===== src/rtl/seg7_scan.sv =====
// seg7_scan: time-multiplexed driver for a five-digit, common-anode style
// seven-segment display.
//
// Each digit owns a slot of SCAN_DIV clocks. The first BLANK_CYC clocks of
// every slot are blanked so that the previous digit has fully turned off
// before the next one lights (anti-ghosting). A five-slot frame lasts
// 5*SCAN_DIV clocks. Glyph codes and enables are captured into shadow
// registers only at frame start, so the picture never tears mid-frame.
//
// Ports:
//   CLK              system clock, rising edge
//   RST              synchronous, active-high reset
//   in4..in0 [3:0]   glyph codes (in0 = rightmost digit)
//                    0-9 digits, A '-', B 'L', C 'C', D 'n', E 'E', F 'P'
//   dispen   [4:0]   per-digit enable, bit k enables digit k
//   dig      [4:0]   one-hot digit select, active-high (registered)
//   seg      [6:0]   segments {g,f,e,d,c,b,a}, active-low (registered)
//   frame            one-cycle pulse the cycle after a shadow load
module seg7_scan #(
  parameter int SCAN_DIV  = 4,
  parameter int BLANK_CYC = 1
) (
  input  logic       CLK,
  input  logic       RST,
  input  logic [3:0] in4,
  input  logic [3:0] in3,
  input  logic [3:0] in2,
  input  logic [3:0] in1,
  input  logic [3:0] in0,
  input  logic [4:0] dispen,
  output logic [4:0] dig,
  output logic [6:0] seg,
  output logic       frame
);

  localparam int CW = (SCAN_DIV > 1) ? $clog2(SCAN_DIV) : 1;

  logic [CW-1:0] cnt;
  logic [2:0]    idx;
  logic [3:0]    sh_code [5];
  logic [4:0]    sh_en;

  logic          slot_end;
  logic          frame_start;
  logic [3:0]    cur_code;
  logic          cur_en;
  logic          show;
  logic [6:0]    dec;

  assign slot_end    = (cnt == CW'(SCAN_DIV - 1));
  assign frame_start = (cnt == '0) && (idx == 3'd0);

  // Shadow selection for the digit currently being scanned.
  always_comb begin
    cur_code = sh_code[0];
    cur_en   = sh_en[0];
    case (idx)
      3'd1: begin cur_code = sh_code[1]; cur_en = sh_en[1]; end
      3'd2: begin cur_code = sh_code[2]; cur_en = sh_en[2]; end
      3'd3: begin cur_code = sh_code[3]; cur_en = sh_en[3]; end
      3'd4: begin cur_code = sh_code[4]; cur_en = sh_en[4]; end
      default: ;
    endcase
  end

  // Lit only past the blanking window and when the digit is enabled.
  assign show = (cnt >= CW'(BLANK_CYC)) && cur_en;

  // Glyph decode, active-low {g,f,e,d,c,b,a}.
  always_comb begin
    dec = 7'h7F;
    case (cur_code)
      4'h0: dec = 7'h40;
      4'h1: dec = 7'h79;
      4'h2: dec = 7'h24;
      4'h3: dec = 7'h30;
      4'h4: dec = 7'h19;
      4'h5: dec = 7'h12;
      4'h6: dec = 7'h02;
      4'h7: dec = 7'h78;
      4'h8: dec = 7'h00;
      4'h9: dec = 7'h10;
      4'hA: dec = 7'h3F;
      4'hB: dec = 7'h47;
      4'hC: dec = 7'h46;
      4'hD: dec = 7'h2B;
      4'hE: dec = 7'h06;
      4'hF: dec = 7'h0C;
      default: dec = 7'h7F;
    endcase
  end

  always_ff @(posedge CLK) begin
    if (RST) begin
      cnt   <= '0;
      idx   <= 3'd0;
      for (int i = 0; i < 5; i++) sh_code[i] <= 4'd0;
      sh_en <= 5'd0;
      dig   <= 5'd0;
      seg   <= 7'h7F;
      frame <= 1'b0;
    end else begin
      cnt <= slot_end ? '0 : cnt + 1'b1;
      if (slot_end) idx <= (idx == 3'd4) ? 3'd0 : idx + 3'd1;

      // The frame-start cycle is always blank (cnt==0), so loading the
      // shadow here never changes what is on the glass this cycle.
      if (frame_start) begin
        sh_code[0] <= in0;
        sh_code[1] <= in1;
        sh_code[2] <= in2;
        sh_code[3] <= in3;
        sh_code[4] <= in4;
        sh_en      <= dispen;
      end
      frame <= frame_start;

      dig <= show ? (5'b00001 << idx) : 5'd0;
      seg <= show ? dec : 7'h7F;
    end
  end

endmodule


===== config.mk =====
export PLATFORM = sky130hd
export DESIGN_NAME = seg7_scan
export DESIGN_NICKNAME = d
export VERILOG_FILES = /design/src/rtl/seg7_scan.sv
export SDC_FILE = /design/constraint.sdc
export NUM_CORES = 1
export LEC_CHECK = 0
export CELL_PAD_IN_SITES_DETAIL_PLACEMENT = 2
export CELL_PAD_IN_SITES_GLOBAL_PLACEMENT = 2
export CORE_MARGIN = 4
export CORE_UTILIZATION = 37
export CTS_BUF_LIST = sky130_fd_sc_hd__clkbuf_2 sky130_fd_sc_hd__clkbuf_4 sky130_fd_sc_hd__clkbuf_8
export CTS_CLUSTER_SIZE = 10
export DETAILED_ROUTE_END_ITERATION = 7
export GPL_TIMING_DRIVEN = 0
export PLACE_DENSITY = 0.95
export RECOVER_POWER = 100
export SLEW_MARGIN = 20
export SYNTH_ARGS = -nofsm -noshare
export SYNTH_HDL_FRONTEND = slang
export SYNTH_SLANG_ARGS = --single-unit
export TNS_END_PERCENT = 50

===== constraint.sdc =====
create_clock -name CLK -period 4 [get_ports CLK]
set_clock_uncertainty 0.05 [all_clocks]
set_input_delay 0.8 -clock CLK [delete_from_list [all_inputs] [get_ports CLK]]
set_output_delay 0.8 -clock CLK [all_outputs]
set_load 0.005 [all_outputs]

After elaboration in Yosys (flattened, before gate mapping)
Memory sizes are Yosys's and may differ from the RTL's. A register that Yosys moved wholly into a read port is not among the register bits.
Cells that the tools add are included.
- bitwise operators: 6
- equality and inequality tests: 5
- reductions and logical operators: 6
- magnitude comparators: 1
- mux-type cells: 13
- add/subtract/negate cells: 2
- shifts and indexed selects: 1
- operator list (cell ; count):
    $mux 4 ; 5
    $pmux 4 s4 ; 1
    $eq 3x2->1 const B ; 2
    $mux 1 ; 5
    $or 1x1->1 ; 5
    $shl 1x3->5 const A ; 1
    $pmux 1 s4 ; 1
    $reduce_or 2->1 ; 2
    $add 3x1->3 const B ; 1
    $eq 3x1->1 const B ; 1
    $eq 3x3->1 const B ; 1
    $logic_not 3->1 ; 1
    $mux 3 ; 1
    $add 2x1->2 const B ; 1
    $eq 2x2->1 const B ; 1
    $ge 2x1->1 const B ; 1
    $logic_and 1x1->1 ; 2
    $logic_not 2->1 ; 1
    $not 1->1 ; 1
- bits of input ports: 27
- memory bits (read-only): 112
- memories: 2
- register bits after elaboration: 16
- memory bits (writable): 20
- memory list (memory ; words ; bits a word ; rd ports ; clocked after Yosys merged registers in ; wr ports ; line ; source):
    (name not given) ; 16 ; 7 ; 1 ; 1 ; 0 ; 72 ; case (cur_code)
    sh_code ; 5 ; 4 ; 5 ; 0 ; 5 ; 40 ; logic [3:0] sh_code [5];

Logic depth before layout (Yosys ltp)
- word-level depth: 6
- gate-level depth with buffers: 12

Least setup slack after synthesis
OpenSTA, ideal clock, no wires.
- kind: reg2reg
- from: register idx[2]
- to: register seg[4]
- data required time: 3828 ps
- period minus slack after synthesis: 2306 ps
- buffers on the path: 2
- stages on the path, launching flop included: 10
- slack: 1694 ps
- library setup time: 122 ps
- arrival time: 2134 ps
- cell sequence: dfxtp_1 buf_4 buf_6 inv_1 ha_1 a32oi_1 o21ai_0 mux2i_1 ha_1 a221o_1
- longest elaborated chain between the ends: 5
- elaborated cells between the ends (all ways): 9
- classes of those cells: eq/ne: 4; mux: 2; bitwise: 1; reduce/logical: 2
- RTL lines (what ; line ; source):
    from (decl) ; 39 ; logic [2:0] idx;
    from (signal assigned) ; 104 ; if (slot_end) idx <= (idx == 3'd4) ? 3'd0 : idx + 3'd1;
    $eq 3x3->1, or another cell as far along ; 57 ; case (idx)
    $pmux 1 s4 ; 57 ;
    $logic_and 1x1->1 ; 67 ; assign show = (cnt >= CW'(BLANK_CYC)) && cur_en;
    $not 1->1 (no source line) ; - ;
    $reduce_or 2->1 (no source line) ; - ;
    to (decl) ; 32 ; output logic [6:0] seg,
Parallel ways exist; a longest one is shown, timed or not.
A chain may end at the register's enable or synchronous reset.

Worst setup path after layout
- from: register idx[2]
- to: register seg[0]
Same word-level chain as after synthesis.

==> results.json <==
{
  "floorplan.initialDensity_pct": 39.08,
  "finalHoldWorstSlack_ns": 0.4134,
  "dp_slack_ns": 1.149,
  "cts_hold_buffers": 0,
  "grt_first_pass_wirelength_mm": 8.590,
  "maxSlewViolCount": 0,
  "power.internal_uw": 816.1,
  "worstMarginPinSlew_ns": 0.7535,
  "post-dp-hpwl_mm": 3.813,
  "regToRegEndpoint": "seg[0]",
  "die_footprint_um2": 6786,
  "yosys_warnings": 0,
  "startpoint_of_the_tightest_hold_check_path": "cnt[0]",
  "worst-endpoint-required_ns": 4.12,
  "timing.hold.worst.class": "reg -> reg",
  "syn_std_cell_area_um2": 2047,
  "synth-main-ff-cell": "sky130_fd_sc_hd__dfxtp_1",
  "worst_setup_path_class": "reg -> reg",
  "design.core.area_um2": 5238,
  "finalNonFillerCells": 295,
  "timing.final.setup_violations": 0,
  "worst_ep_arrival_time_ns": 3.40,
  "maxCapViolations": 0,
  "fp-row-count": 26,
  "critical_path_peak_fanout": 10,
  "grt_use_total_pct": 17.24,
  "worstHoldEndpoint": "cnt[0]",
  "synth_edf_count": 20,
  "ys_async_sr_fraction_pct": 0,
  "grt-ovfl-total": 0,
  "num_antenna_cells": 0,
  "max_freq_mhz": 305.1,
  "power_switching_uw": 287.9,
  "postRouteWirelength_mm": 5.228,
  "critical-path-slowest-cell": "sky130_fd_sc_hd__mux2i_1",
  "dp_cells": 287,
  "period_minus_slack_ns": 3.278,
  "cp.buffers_inverters": 4,
  "drt-wirelength-per-cell_um": 17.72,
  "worst_setup_path_start_kind": "flop",
  "grt_max_degree": 21,
  "synthCells": 179,
  "seq_power_share_pct": 48.9,
  "finalNetCount": 265,
  "cts_tree": "built",
  "power_per_cell_area_nw_per_um2": 422.4,
  "io-pin-count": 40,
  "synth.lib_cells_used.distinct": 42,
  "synth-seq-area-share_pct": 51.83,
  "clock_tree.buffer_depth": 2,
  "numCtsBuffers": 5,
  "outcome": "complete, no violations",
  "final_antenna_net_count": 0,
  "clk_pin_slew_worst_paths_ns": 0.08,
  "relSlewSlack_pct": 49.71,
  "worst-r2r-cell-count": 11,
  "post_cts_resize_count": 0,
  "synth-seq-cells": 43,
  "globalplace.congestion": 0.8124,
  "rsz0062_at_grt": "false",
  "clkSinkCount": 43,
  "cells_traversed_along_the_worst_timing_path": "clkbuf_1 > buf_6 > inv_1 > ha_1 > a32oi_1 > o21ai_0 > mux2i_1 > inv_1 > ha_1 > o221ai_1 > nand2_1",
  "switching_share_pct": 26.08,
  "first_pass_iters": 4,
  "routed_via_density": 5.125,
  "leakage_nw": 0.9935,
  "via_count_of_the_first_global_routing_pass": 1692,
  "antenna_found_initial": 0,
  "die_x_um": 82.38,
  "worstSkewPairLatency_ns": 0.29,
  "syn_avg_cell_area_um2": 11.44,
  "timing.critical_path.to_type": "flop",
  "setup_tns_ns": 0,
  "cts.htree.levels": 2,
  "cts.repair_timing.setup_buffer_count": 0,
  "peakVddDrop_v": 0.0002214,
  "critical_path.top_delay_family": "buffers and inverters",
  "postLayoutSetupSlackWorst_ns": 0.7219,
  "drc": 0,
  "hold_depth": 1,
  "timing_hold_violations_final": 0,
  "synth_nets": 220,
  "cts_root_buf": "sky130_fd_sc_hd__clkbuf_8",
  "pwr-share-comb_pct": 20.0,
  "buffer_ports.inserted": 38,
  "detailroute.via_count": 1512,
  "final_layout_size_suffix_gt1_share_pct": 6.667,
  "fp.dieH_um": 82.38,
  "detailedRoute.firstIterationViolations": 60,
  "p_clk_share_pct": 31.1,
  "timing.rr.start": "idx[2]",
  "cp_slowest_stage_delay_ns": 0.53,
  "final.period_utilization_pct": 81.95,
  "layout_overhead_on_the_synthesized_area_pct": 27.69,
  "r2r_slack_ns": 0.72
}
## final cells by class
type | count | area, µm²
clock buffer | 7 | 83.83
multi-input combinational | 114 | 869.6
tap | 70 | 87.58
buffer | 11 | 60.06
fill | 531 | 2624
timing repair buffer | 38 | 380.4
clock inverter | 1 | 30.03
inverter | 11 | 41.29
sequential | 43 | 1061
## cell usage in the layout (no fill, tap or decap), drive strengths merged, types with 2 or more instances in the layout
master | synthesis | layout
and2 | 20 | 20
a32oi | 3 | 3
nor4 | 3 | 3
nor3 | 3 | 3
nor2b | 2 | 2
mux2i | 6 | 6
nand2 | 5 | 5
dlygate4sd3 | 0 | 13
dfxtp | 23 | 23
a31oi | 3 | 3
a22oi | 5 | 5
a22o | 6 | 6
a21oi | 5 | 5
clkdlybuf4s50 | 0 | 25
clkbuf | 5 | 15
o21ai | 9 | 9
buf | 6 | 3
nand3 | 3 | 3
ha | 14 | 14
o221ai | 2 | 2
nor2 | 10 | 10
nand2b | 3 | 3
edfxtp | 20 | 20
inv | 11 | 11
## worst max path at each step
stage / start / end / slack [ns] / depth (start not counted)
2_1_floorplan: idx[2] / seg[4] / 1.69 / 9
3_3_place_gp: idx[2] / seg[6] / 1.23 / 11
3_5_place_dp: idx[2] / seg[6] / 1.15 / 11
4_1_cts: idx[2] / seg[2] / 1.04 / 11
5_1_grt: idx[2] / seg[1] / 0.47 / 12
6_report: idx[2] / seg[0] / 0.72 / 11
## stage by stage
step                power, mW  instance area (µm²)  utilization (%)
floorplan              0.6814                 2047                -
global placement       0.7509                 2515            48.02
detailed placement     0.7714                 2515            48.02
global route            1.167                 2614            49.90
CTS                     1.124                 2629            50.19
finish                  1.104                 2614            49.90
## state kept, by name, summed over array words and instances, names as in the netlist
signal,flops
cnt,2
seg,7
sh_code,20
sh_en,5
dig,5
frame,1
idx,3
## logic make-up (layout without fill, tap and decap cells)
logic type	after synthesis	after routing	synth area share [%]
XOR/XNOR	1	1	0.4280
buffers and inverters	22	68	5.562
AND/OR/NAND/NOR	53	53	15.04
AO/OA/AOI/OAI	40	40	15.04
multiplexers	6	6	3.545
adder cells (fa/ha/maj)	14	14	8.558
flip-flops	43	43	51.83
## power by group through the flow
stage	combinational (mW)	clock [mW]	sequential [mW]
after detailed placement	0.221	0	0.550
final	0.221	0.344	0.540
after global placement	0.207	0	0.544
after global routing	0.248	0.375	0.544
after floorplan	0.140	0	0.542
after CTS	0.230	0.353	0.540
## routing by layer
layer / vias to the layer above / global-route usage (%) / part of all wire, %
li1: 730 / - / -
met1: 739 / 19.52 / 42
met2: 36 / 31.81 / 53
met3: 7 / 3.037 / 4.0
met4: 0 / 6.645 / 1.3
met5: - / 0 / 0
## synth_stat cells (3+ instances only)
library cell	count	area share (%)
sky130_fd_sc_hd__mux2i_1	5	2.4
sky130_fd_sc_hd__dfxtp_1	23	22
sky130_fd_sc_hd__o21ai_0	6	1.5
sky130_fd_sc_hd__a31oi_1	3	0.92
sky130_fd_sc_hd__buf_6	3	1.7
sky130_fd_sc_hd__a21oi_1	5	1.2
sky130_fd_sc_hd__edfxtp_1	20	29
sky130_fd_sc_hd__nand2b_1	3	0.92
sky130_fd_sc_hd__inv_1	10	1.8
sky130_fd_sc_hd__a32oi_1	3	1.3
sky130_fd_sc_hd__nand2_1	4	0.73
sky130_fd_sc_hd__a22o_1	6	2.6
sky130_fd_sc_hd__ha_1	14	8.6
sky130_fd_sc_hd__nor2_1	10	1.8
sky130_fd_sc_hd__and2_1	20	6.1
sky130_fd_sc_hd__a22oi_1	5	1.8
sky130_fd_sc_hd__clkbuf_1	5	0.92
sky130_fd_sc_hd__nor4_1	3	0.92
sky130_fd_sc_hd__nand3_1	3	0.73
No activity file was read; power rests on OpenSTA's default activity.
